File: config.mk
export PLATFORM = sky130hd
export DESIGN_NAME = gtech_ld_bank_ctrl
export DESIGN_NICKNAME = d
export VERILOG_FILES = /design/src/rtl/gtech_ld_bank_ctrl.sv
export SDC_FILE = /design/constraint.sdc
export NUM_CORES = 1
export LEC_CHECK = 0
export ABC_AREA = 1
export CAP_MARGIN = 20
export CORE_MARGIN = 5
export CORE_UTILIZATION = 30
export DETAILED_ROUTE_END_ITERATION = 10
export DONT_BUFFER_PORTS = 1
export PLACE_DENSITY = 0.47
export SLEW_MARGIN = 0
export SYNTH_ARGS = -nofsm -noshare
export SYNTH_HDL_FRONTEND = slang
export SYNTH_SLANG_ARGS = --single-unit
File: constraint.sdc
create_clock -name CP -period 2 [get_ports CP]
set_clock_uncertainty 0.1 [all_clocks]
set_input_delay 0.4 -clock CP [delete_from_list [all_inputs] [get_ports CP]]
set_output_delay 0.4 -clock CP [all_outputs]
set_load 0.01 [all_outputs]
File: src/rtl/gtech_ld_bank_ctrl.sv
// Write sequencer and round-robin arbiter for a bank of GTECH_LD4 latch words.
// Each write or clear runs as a setup / open / hold window, so D is stable whenever a gate is transparent.
module gtech_ld_bank_ctrl #(
  parameter int DW        = 8,
  parameter int NENT      = 4,
  parameter int AW        = 2,
  parameter int PULSE_CYC = 2
) (
  input  logic            CP,
  input  logic            RST,
  input  logic            REQ0,
  input  logic            CLR0,
  input  logic [AW-1:0]   ADDR0,
  input  logic [DW-1:0]   DATA0,
  output logic            DONE0,
  input  logic            REQ1,
  input  logic            CLR1,
  input  logic [AW-1:0]   ADDR1,
  input  logic [DW-1:0]   DATA1,
  output logic            DONE1,
  output logic [DW-1:0]   LD_D,
  output logic [NENT-1:0] LD_GN,
  output logic            LD_CD,
  output logic            BUSY,
  output logic            OWNER,
  output logic            ERR
);

  typedef enum logic [1:0] {IDLE, SETUP, OPEN, HOLD} state_t;

  state_t        state;
  logic [3:0]    cnt;
  logic          rr_ptr;
  logic          op_clr;
  logic [AW-1:0] op_addr;

  logic          grant;
  logic          sel_clr;
  logic [AW-1:0] sel_addr;
  logic [DW-1:0] sel_data;
  logic          bad_addr;

  // A lone request wins outright; the pointer only breaks ties.
  always_comb begin
    grant    = (REQ0 && REQ1) ? rr_ptr : REQ1;
    sel_clr  = grant ? CLR1  : CLR0;
    sel_addr = grant ? ADDR1 : ADDR0;
    sel_data = grant ? DATA1 : DATA0;
    bad_addr = ({1'b0, op_addr} >= (AW+1)'(NENT));
  end

  always_ff @(posedge CP) begin
    if (RST) begin
      state   <= IDLE;
      cnt     <= '0;
      rr_ptr  <= 1'b0;
      op_clr  <= 1'b0;
      op_addr <= '0;
      LD_D    <= '0;
      LD_GN   <= '1;
      LD_CD   <= 1'b1;
      DONE0   <= 1'b0;
      DONE1   <= 1'b0;
      BUSY    <= 1'b0;
      OWNER   <= 1'b0;
      ERR     <= 1'b0;
    end else begin
      DONE0 <= 1'b0;
      DONE1 <= 1'b0;
      ERR   <= 1'b0;
      case (state)
        IDLE: begin
          if (REQ0 || REQ1) begin
            state   <= SETUP;
            BUSY    <= 1'b1;
            OWNER   <= grant;
            rr_ptr  <= ~grant;
            op_clr  <= sel_clr;
            op_addr <= sel_addr;
            // A clear leaves the data bus where it was.
            if (!sel_clr) LD_D <= sel_data;
          end
        end
        SETUP: begin
          state <= OPEN;
          cnt   <= 4'(PULSE_CYC - 1);
          if (op_clr) begin
            LD_CD <= 1'b0;
          end else begin
            // An out-of-range address matches no entry, so no gate opens.
            for (int i = 0; i < NENT; i++) LD_GN[i] <= (op_addr != AW'(i));
          end
        end
        OPEN: begin
          if (cnt == 4'd0) begin
            state <= HOLD;
            LD_GN <= '1;
            LD_CD <= 1'b1;
            if (OWNER) DONE1 <= 1'b1;
            else       DONE0 <= 1'b1;
            ERR   <= !op_clr && bad_addr;
          end else begin
            cnt <= cnt - 4'd1;
          end
        end
        HOLD: begin
          state <= IDLE;
          BUSY  <= 1'b0;
        end
        default: begin
          state <= IDLE;
          BUSY  <= 1'b0;
        end
      endcase
    end
  end

endmodule

## Word-level counts from Yosys, hierarchy flattened

Cells that the tools add are included.

- Input port bits: 26
- Register bits after elaboration: 27

- Eq/ne operators: 11
- Reduce and logical (&&, ||, !) cells: 15
- Add/subtract/negate cells: 1
- Bitwise gates (word level): 4
- Muxes and demuxes: 19

Operators with widths:

| kind | number |
|---|---|
| 4-bit one-hot mux with 2 select lines | 2 |
| 2-bit inequality test, second input constant | 7 |
| 4-bit two-way mux | 3 |
| 3-bit AND reduction | 3 |
| 8-bit two-way mux | 1 |
| 2-bit one-hot mux with 4 select lines | 1 |
| 2-bit AND reduction | 4 |
| 1-bit two-way mux | 7 |
| 2-bit two-way mux | 3 |
| 2-bit nonzero test | 3 |
| 2-bit == test, second input constant | 2 |
| 4-bit logical NOT | 1 |
| 1-bit NOT | 4 |
| 1-bit one-hot mux with 2 select lines | 2 |
| 4-bit by 1-bit subtractor with 4-bit output, second input constant | 1 |
| 3-bit OR reduction | 1 |
| 2-bit by 1-bit == test with 1-bit output, second input constant | 1 |
| 2-bit logical NOT | 1 |
| 2-bit by 1-bit inequality test with 1-bit output, second input constant | 1 |
| 1-bit logical AND | 1 |
| 1-bit logical OR | 1 |

## Logic depth before layout (Yosys ltp)

- Word-level depth: 5
- Gate-level depth with buffers: 9
- Depth with buffers taken out: 9

## Worst setup path before layout

OpenSTA, ideal clock, no wires.

- Path type: flip-flop to flip-flop
- Start: reg state[0]
- End: reg LD_GN[0]
- Path slack: 539 ps
- Stages on the path, launching flop included: 9
- Data required time: 1777 ps
- Setup time: 123 ps
- Arrival time: 1237 ps
- Path buffers: 0
- Cell sequence: dfxtp_1 -> inv_1 -> ha_1 -> inv_2 -> nand2_1 -> nand2_1 -> nand2_1 -> nand2_1 -> nand3_1

- Cells in the longest elaborated chain, start to end: 3
- Elaborated cells on any way between the ends: 7
- Classes of those cells: eq/ne (4); mux (1); reduce/logical (2)

Ends and longest elaborated chain:

| item | line | RTL |
|---|---|---|
| start, declared | 31 | `state_t state;` |
| start signal, assigned | 54 | `state <= IDLE;` |
| start signal, assigned | 74 | `state <= SETUP;` |
| start signal, assigned | 85 | `state <= OPEN;` |
| 2-bit == test or 2-bit by 1-bit == test with 1-bit output (tied branches) | 71 | `case (state)` |
| 2-bit inequality test (no source line) or 2-bit nonzero test (tied branches) | -- |  |
| 3-bit AND reduction (no source line) | -- |  |
| end signal, assigned | 60 | `LD_GN <= '1;` |
| end signal, assigned | 97 | `LD_GN <= '1;` |
| end, declared | 22 | `output logic [NENT-1:0] LD_GN,` |

Several ways; a longest one is shown, not always the timed one.
A chain may end at the register's enable or synchronous reset.

## Worst setup path in the final report

- Start: reg state[0]
- End: reg LD_GN[2]

The elaborated chain is that of the path after synthesis.

==> impl_metrics.tcl <==
set metrics [dict create \
    status "complete, no violations" \
    syn_avg_cell_area_um2 6.621 \
    via_per_inst 4.466 \
    setup_tns_ns 0 \
    gp_congestion 0.7413 \
    power_per_cell_area_nw_per_um2 1470 \
    dr.pass1.iters 4 \
    synth_async_sr_flop_share_pct 0 \
    yosys_warnings 0 \
    synth_most_common_cell "nand2_1" \
    grt_usage_pct 10.47 \
    via_count 1170 \
    gr-total-overflow 0 \
    crit_path_start_kind "register" \
    path_common_cell "nand2_1" \
    initial_core_util_pct 31.35 \
    synth_flop_cell "dfxtp_1" \
    synthTopCellsByCount "nand2_1, dfxtp_1, inv_1" \
    hpwl_mm 2.384 \
    ir_worst_vdd_mv 0.4779 \
    maxCapViolations 0 \
    rsz0062_at_grt "no" \
    rows 24 \
    drive_gt1_share_pct 5.238 \
    die_w_um 77.92 \
    cp-end-kind "register" \
    crit_chain "inv_1, ha_1, inv_2, nand2_1, nand2_1, nand2_1, nand2_1, nand3_1" \
    finalSetupViolCount 0 \
    die_h_um 77.92 \
    cp_slowest_cell "dfxtp_1" \
    antenna_left 0 \
    wl_per_cell_um 11.86 \
    cts_resized 0 \
    clk_latency_ns 0.28 \
    holdBufCountCts 0 \
    grt_max_degree 18 \
    drv_slew 0 \
    cts_buffers 3 \
    clockRootBuffer "clkbuf_8" \
    hold_path_class "input port to register" \
    min_period_ns 1.666 \
    cts_setup_buffers 0 \
    fin_nets 244 \
    synth_area_um2 1384 \
    synth_seq_cells 27 \
    grt_pass1_wl_mm 5.175 \
    synth_nets 242 \
    required_ns 2.06 \
    num_antenna_cells 0 \
    htree_levels 1 \
    antenna_found_initial 0 \
    whs_ns 0.07253 \
    grt_pass1_vias 1105 \
    area_delta_synth_final_pct 6.691 \
    synth_edf_count 0 \
    drcViolationCount 0 \
    max_freq_ghz 0.6001 \
    period_share_pct 83.32 \
    arrival_ns 1.72 \
    first_iter_violations 41 \
    synth.top_cell.area_share_pct 39.06 \
    path_max_fanout 7 \
    clock_sinks 27 \
    syn_inst 209 \
    dieArea_um2 6071 \
    cts_tree "done" \
    leakage_uw 0.0007518 \
    yosysSeqAreaShare_pct 39.06 \
    synth_top_area_cell "dfxtp_1" \
    totalWireLength_mm 3.107 \
    cts_buffer_depth 2 \
    yosys-top-cells-area "dfxtp_1, nand2_1, nand3_1" \
    core_um2 4414 \
    slowest_delay_ns 0.36 \
    path_class "register to register" \
    clk_pin_slew_ns 0.10 \
    port_buffers 0 \
    finalHoldViolCount 0 \
    io_pins 44 \
    ys_types 20 \
]
[placed cells by master, fill, tap and decap left out, types with 2 or more instances in the layout]
cell / count
buf_4: 2
a21oi_1: 10
ha_1: 7
dfxtp_1: 27
inv_1: 27
clkbuf_8: 3
o211ai_1: 2
nor2_1: 25
o21ai_0: 3
nand4_1: 2
nand2_1: 71
nand3_1: 23
[layout make-up]
class	instances	area, um2
clock inverters	1	5.005
repair buffers	2	15.01
multi-input cells	148	700.7
inverters	29	108.9
clock buffers	3	41.29
fillers	491	2938
flip-flops and latches	27	540.5
well taps	52	65.06
[sequential cells by signal, summed over array words and instances, names as in the netlist, 2 cells and up]
register / count
op_addr: 2
LD_D: 8
cnt: 4
LD_GN: 4
state: 2
[stage by stage]
stage / utilization [%] / instance area (um2) / worst slack, ns / power [uW] / std cells
final: 33.45 / 1476 / 0.3336 / 2170 / 262
after global routing: 33.45 / 1476 / 0.1531 / 2402 / 262
after CTS: 33.45 / 1476 / 0.3255 / 2215 / 262
after global placement: 32.40 / 1430 / 0.3834 / 1877 / 258
after detailed placement: 32.40 / 1430 / 0.3442 / 1880 / 258
after floorplan: - / 1384 / 0.5394 / 1688 / 209
[critical path, delay by kind of cell, from the launching register on]
kind,cells,cell delay (ns)
DFF,1,0.36
buffers and inverters,2,0.23
and+or+nand+nor,5,0.57
adders and majority gates,1,0.29
[routing by layer]
metal,vias to the layer above,GRT usage [%],routed length [um]
li1,646,-,-
met5,-,0,0
met1,497,13.71,1495
met3,7,3.356,177
met4,0,5.574,79
met2,20,15.19,1354
[worst paths after layout]
check                start       end  slack (ns)  cells past startpoint
setup / recovery  state[0]  LD_GN[2]        0.33                      8
hold / removal         RST    rr_ptr        0.07                      1
setup reg to reg  state[0]  LD_GN[2]        0.33                      8
hold reg to reg     rr_ptr    rr_ptr        0.37                      2
[kinds of logic (layout without fill, tap and decap cells)]
| logic type | after synthesis | after routing | synth area share [%] |
|---|---|---|---|
| AO/OA/AOI/OAI | 15 | 15 | 5.786 |
| adder cells (fa/ha/maj) | 7 | 7 | 6.329 |
| buffers and inverters | 34 | 35 | 10.31 |
| flip-flops | 27 | 27 | 39.06 |
| other | 1 | 1 | 0.2710 |
| AND/OR/NAND/NOR | 125 | 125 | 38.25 |
[report_power, final]
part           switching (uW)  internal [uW]
Sequential                179            732
Clock                     181            140
Combinational             606            332
No activity file was read; power rests on OpenSTA's default activity.
